### config.mk
export PLATFORM = sky130hd
export DESIGN_NAME = ram_block_copier
export DESIGN_NICKNAME = d
export VERILOG_FILES = /design/src/rtl/ram_block_copier.sv
export SDC_FILE = /design/constraint.sdc
export NUM_CORES = 1
export LEC_CHECK = 0
export CAP_MARGIN = 20
export CORE_MARGIN = 3
export CORE_UTILIZATION = 30
export CTS_CLUSTER_SIZE = 10
export DETAILED_ROUTE_END_ITERATION = 7
export GPL_TIMING_DRIVEN = 0
export PLACE_DENSITY = 0.54
export SYNTH_ARGS = -nofsm -noshare
export SYNTH_HDL_FRONTEND = slang
export SYNTH_SLANG_ARGS = --single-unit
### constraint.sdc
create_clock -name clk -period 7.74 [get_ports clk]
set_input_delay 1.548 -clock clk [delete_from_list [all_inputs] [get_ports clk]]
set_output_delay 1.548 -clock clk [all_outputs]
set_load 0.01 [all_outputs]
### src/rtl/ram_block_copier.sv
// Bus master for the 32x8 data RAM: overlap-safe block copy (memmove) and constant block fill.
// All outputs decode from registered state; copy walks descending when dst > src to stay overlap-safe.
module ram_block_copier #(
  parameter int unsigned DATA_W = 8,
  parameter int unsigned ADDR_W = 8,
  parameter int unsigned DEPTH  = 32,
  parameter int unsigned LEN_W  = 6
) (
  input  logic              clk,
  input  logic              reset,
  input  logic              start,
  input  logic              fill_mode,
  input  logic [ADDR_W-1:0] src_addr,
  input  logic [ADDR_W-1:0] dst_addr,
  input  logic [LEN_W-1:0]  length,
  input  logic [DATA_W-1:0] fill_value,
  output logic              busy,
  output logic              done,
  output logic              error,
  output logic              mem_read,
  output logic              mem_write,
  output logic [ADDR_W-1:0] mem_addr,
  output logic [DATA_W-1:0] mem_wdata,
  input  logic [DATA_W-1:0] mem_rdata
);

  localparam int unsigned SUM_W = LEN_W + ADDR_W;
  localparam logic [SUM_W-1:0] DEPTH_S = SUM_W'(DEPTH);
  localparam logic [LEN_W-1:0] ONE_L   = LEN_W'(1);

  typedef enum logic [1:0] {IDLE, READ, WRITE, FIN} state_e;

  state_e            state_q, state_d;
  logic              fill_q, fill_d;
  logic              desc_q, desc_d;
  logic              err_q, err_d;
  logic [ADDR_W-1:0] src_q, src_d;
  logic [ADDR_W-1:0] dst_q, dst_d;
  logic [LEN_W-1:0]  len_q, len_d;
  logic [LEN_W-1:0]  idx_q, idx_d;
  logic [DATA_W-1:0] fval_q, fval_d;
  logic [DATA_W-1:0] data_q, data_d;

  logic [SUM_W-1:0]  dst_end, src_end;
  logic              desc_n;
  logic              last_idx;

  always_comb begin
    state_d = state_q;
    fill_d  = fill_q;
    desc_d  = desc_q;
    err_d   = err_q;
    src_d   = src_q;
    dst_d   = dst_q;
    len_d   = len_q;
    idx_d   = idx_q;
    fval_d  = fval_q;
    data_d  = data_q;

    // Sums are widened so an out-of-range command can never wrap into range.
    dst_end  = SUM_W'(dst_addr) + SUM_W'(length);
    src_end  = SUM_W'(src_addr) + SUM_W'(length);
    desc_n   = !fill_mode && (dst_addr > src_addr);
    last_idx = desc_q ? (idx_q == '0) : (idx_q == len_q - ONE_L);

    unique case (state_q)
      IDLE: begin
        if (start) begin
          fill_d = fill_mode;
          src_d  = src_addr;
          dst_d  = dst_addr;
          len_d  = length;
          fval_d = fill_value;
          desc_d = desc_n;
          idx_d  = desc_n ? (length - ONE_L) : '0;
          err_d  = 1'b0;
          if (length == '0) begin
            state_d = FIN;
          end else if ((dst_end > DEPTH_S) || (!fill_mode && (src_end > DEPTH_S))) begin
            err_d   = 1'b1;
            state_d = FIN;
          end else begin
            state_d = fill_mode ? WRITE : READ;
          end
        end
      end
      READ: begin
        data_d  = mem_rdata;
        state_d = WRITE;
      end
      WRITE: begin
        if (last_idx) begin
          state_d = FIN;
        end else begin
          idx_d   = desc_q ? (idx_q - ONE_L) : (idx_q + ONE_L);
          state_d = fill_q ? WRITE : READ;
        end
      end
      FIN: begin
        state_d = IDLE;
      end
      default: state_d = IDLE;
    endcase
  end

  always_comb begin
    busy      = 1'b0;
    done      = 1'b0;
    error     = 1'b0;
    mem_read  = 1'b0;
    mem_write = 1'b0;
    mem_addr  = '0;
    mem_wdata = '0;
    unique case (state_q)
      READ: begin
        busy     = 1'b1;
        mem_read = 1'b1;
        mem_addr = src_q + ADDR_W'(idx_q);
      end
      WRITE: begin
        busy      = 1'b1;
        mem_write = 1'b1;
        mem_addr  = dst_q + ADDR_W'(idx_q);
        mem_wdata = fill_q ? fval_q : data_q;
      end
      FIN: begin
        done  = 1'b1;
        error = err_q;
      end
      default: ;
    endcase
  end

  always_ff @(posedge clk) begin
    if (reset) begin
      state_q <= IDLE;
      fill_q  <= 1'b0;
      desc_q  <= 1'b0;
      err_q   <= 1'b0;
      src_q   <= '0;
      dst_q   <= '0;
      len_q   <= '0;
      idx_q   <= '0;
      fval_q  <= '0;
      data_q  <= '0;
    end else begin
      state_q <= state_d;
      fill_q  <= fill_d;
      desc_q  <= desc_d;
      err_q   <= err_d;
      src_q   <= src_d;
      dst_q   <= dst_d;
      len_q   <= len_d;
      idx_q   <= idx_d;
      fval_q  <= fval_d;
      data_q  <= data_d;
    end
  end

endmodule
==> results.py, run 1 <==
metrics = {
    "place": {
        "place_congestion": 0.8651,
        "hpwl_mm": 8.662,
        "placed_area_um2": 4493,
        "io_buffer_count": 62,
        "place_ws_ns": 2.311,
    },
    "pwr": {
        "seq_power_share_pct": 29.7,
        "p_clk_share_pct": 24.8,
        "p_sw_uw": 435.9,
        "cellInternalPower_uw": 714.3,
        "pwr-share-comb_pct": 45.5,
        "finalPower_mw": 1.150,
        "switching_share_pct": 37.90,
        "p_leak_nw": 1.811,
        "peakVddDrop_mv": 0.1163,
        "powerDensity_nw_per_um2": 245.4,
    },
    "logic_synthesis": {
        "synth_area_um2": 3694,
        "ys_async_sr_fraction_pct": 0,
        "yosys.area.top_type_share_pct": 26.56,
        "synth-edff-count": 0,
        "synthTopCellsByArea": "dfxtp_1, ha_1, nand2_1",
        "synth.most_common_cell": "nand2_1",
        "synth_common_cells": "nand2_1, a21oi_1, dfxtp_1",
        "ys_ff_latch": 49,
        "yosys.area.top_type": "dfxtp_1",
        "synth_flop_cell": "dfxtp_1",
        "syn_inst": 474,
        "synth_nets": 558,
        "yosys_warnings": 0,
        "synth_cell_types": 52,
        "ys_seq_area_share_pct": 26.56,
        "synth.avg_cell_area_um2": 7.792,
    },
    "routing": {
        "drc": 0,
        "ant_nets": 0,
        "dr.pass1.iters": 4,
        "routed_wl_mm": 10.70,
        "vias_per_cell": 5.047,
        "drt_iter0_drc": 189,
        "wl_per_cell_um": 15.57,
        "via_count": 3467,
    },
    "layout": {
        "stdcell_area_um2": 4687,
        "fin_util_pct": 40.02,
        "n_antenna_cell": 0,
        "final_nets": 627,
        "final_layout_size_suffix_gt1_share_pct": 4.412,
        "area_growth_syn_to_layout_pct": 26.90,
        "fillers": 1189,
    },
    "global_routing": {
        "grt_pass1_vias": 3236,
        "grt-ovfl-total": 0,
        "grt_max_degree": 17,
        "antenna_found_initial": 0,
        "grt_pass1_wl_mm": 16.77,
        "track_usage_pct": 15.58,
    },
    "clock_tree": {
        "cts_sinks": 49,
        "clkSlewWorstSetupHoldPaths_ns": 0.07,
        "clock-root-buffer": "clkbuf_16",
        "clockBufferDepth": 2,
        "cts_tree": "yes",
        "cts_resized": 0,
        "clkLatencyLatePin_ns": 0.29,
        "cts_inserted_buffers": 5,
        "ctsHoldBuffers": 0,
        "h-tree-depth": 2,
        "cts_setup_buffers": 0,
    },
    "critical_path": {
        "cp-startpoint": "state_q[0]",
        "path_max_fanout": 10,
        "regToRegSetupSlack_ns": 5.63,
        "cp-end-kind": "primary output",
        "required_ns": 6.19,
        "criticalPathCategory": "flop to primary output",
        "timing.rr.start": "idx_q[0]",
        "start_kind": "flop",
        "arrival_ns": 4.23,
    },
    "timing": {
        "rsz0062_at_grt": "false",
        "finClkSkew_ns": 0.009170,
        "fmax_ghz": 0.1730,
        "tns_ns": 0,
        "worst_pin_slew_ns": 0.8654,
        "setup_viol": 0,
        "drv_slew": 0,
        "fin_crit_ns": 5.782,
        "worst_slack_ns": 1.958,
        "timing_hold_violations_final": 0,
        "period_share_pct": 74.70,
        "slew_headroom_pct": 41.96,
    },
    "run": {
        "maxCapViolCount": 0,
    },
    "status": {
        "status": "completed",
    },
    "die": {
        "start_util_pct": 31.54,
        "core_area_um2": 11710,
        "dieHeight_um": 117.0,
        "fp.dieArea_um2": 13680,
        "die_w_um": 117.0,
        "num_io_pins": 63,
        "fp-row-count": 39,
    },
    "hold_path": {
        "worstHoldStart": "src_q[6]",
        "hold_path_class": "flop to flop",
    },
}
## cells in the final DEF (no fill, tap or decap), types with 4 or more instances in the layout
cell type / count
fa_1: 4
inv_1: 24
a211oi_1: 10
dfxtp_1: 49
nor2_1: 43
o21ai_0: 8
nor3b_1: 5
clkbuf_16: 5
o21a_1: 4
nor3_1: 18
nand3_1: 8
o22ai_1: 7
nand4_1: 4
nor2b_1: 8
ha_1: 38
clkbuf_1: 16
xnor2_1: 10
a211o_1: 4
clkdlybuf4s50_1: 62
mux2_2: 6
nand2b_1: 8
nand2_1: 78
mux2i_1: 20
xor2_1: 10
o211ai_1: 5
a21oi_1: 50
## sequential cells by signal, summed over array words and instances, names as in the netlist
signal and cells:
err_q 1, desc_q 1, state_q 2, len_q 6, src_q 8, idx_q 6, data_q 8, fill_q 1
fval_q 8, dst_q 8
## cell type report
type / count / area, um2 / area share, %
inverters: 24 / 90.09 / 1.922
repair buffers: 62 / 620.6 / 13.24
flip-flops and latches: 49 / 980.9 / 20.93
clock buffers: 5 / 125.1 / 2.670
multi-input cells: 383 / 2547 / 54.35
well taps: 143 / 178.9 / 3.817
plain buffers: 18 / 75.07 / 1.602
clock inverters: 3 / 68.82 / 1.468
## path summary, 6_finish.rpt
path                                     to  cells after the start
worst max register to register     idx_q[5]                      6
worst min register to register     src_q[6]                      2
worst max-delay path            mem_addr[6]                     14
worst min-delay path               src_q[6]                      2
## logic make-up after synthesis
group                      Yosys count  share of synthesized area [%]
xor gates and xnor gates            20                          4.742
and+or+nand+nor                    189                          23.48
DFF                                 49                          26.56
muxes                               26                          7.249
AOI/OAI and AO/OA                  106                          18.46
buffers and inverters               42                          4.472
adders and majority gates           42                          15.04
## stage by stage
stage | instances | hold WS, ns
detailed placement | 679 | 0.4473
finish | 687 | 0.4544
global route | 687 | 0.4776
global placement | 679 | 0.4408
floorplan | 474 | 0.4329
CTS | 687 | 0.4564
## power groups by stage
stage          clock network [mW]  registers [mW]  logic [mW]
2_1_floorplan                   0           0.334       0.353
3_3_place_gp                    0           0.346       0.514
3_5_place_dp                    0           0.347       0.522
4_1_cts                     0.293           0.341       0.526
5_1_grt                     0.301           0.347       0.583
6_report                    0.286           0.341       0.523
## metal layers
| layer | track usage (%) | routed length (um) | vias up |
|---|---|---|---|
| li1 | - | - | 1796 |
| met1 | 22.12 | 5312 | 1592 |
| met2 | 25.82 | 4960 | 70 |
| met3 | 1.594 | 307 | 9 |
| met4 | 3.058 | 119 | 0 |
| met5 | 0 | 0 | - |
## worst max-delay path, stage by stage, from the launching register on
cell             delay (ns)
dfxtp_1                0.35
inv_1                  0.11
ha_1                   0.43
clkbuf_1               0.58
mux2_2                 0.41
ha_1                   0.19
inv_1                  0.07
fa_1                   0.17
nor2b_1                0.06
o21ai_0                0.20
a21boi_0               0.17
o21a_1                 0.20
or3_1                  0.30
a21oi_1                0.14
clkdlybuf4s50_1        0.55
Note: power is estimated with default switching activity, not from simulation.
==> inputs of run 2 (changes only) <==
Clock period 7.74 ns to 5.7 ns, I/O delays scaled along.
==> results of run 2 <==
Same layout as run 1 (identical final DEF). Status: completed.
Main changes from that run: setup slack after placement 2.311 ns -> 0.6785 ns; setup slack after layout 1.958 ns -> 0.3263 ns; register-to-register setup slack 5.63 ns -> 3.59 ns; total power 1.150 mW -> 1.562 mW; worst IR drop on VDD 0.1163 mV -> 0.1579 mV
==> inputs of run 3 (changes only) <==
Settings changed: CAP_MARGIN 20 to 40.
==> results of run 3 <==
Same layout as run 1 (identical final DEF). Status: completed.
Main changes from that run: setup slack after placement 2.311 ns -> 0.6785 ns; setup slack after layout 1.958 ns -> 0.3263 ns; register-to-register setup slack 5.63 ns -> 3.59 ns; total power 1.150 mW -> 1.562 mW; worst IR drop on VDD 0.1163 mV -> 0.1579 mV
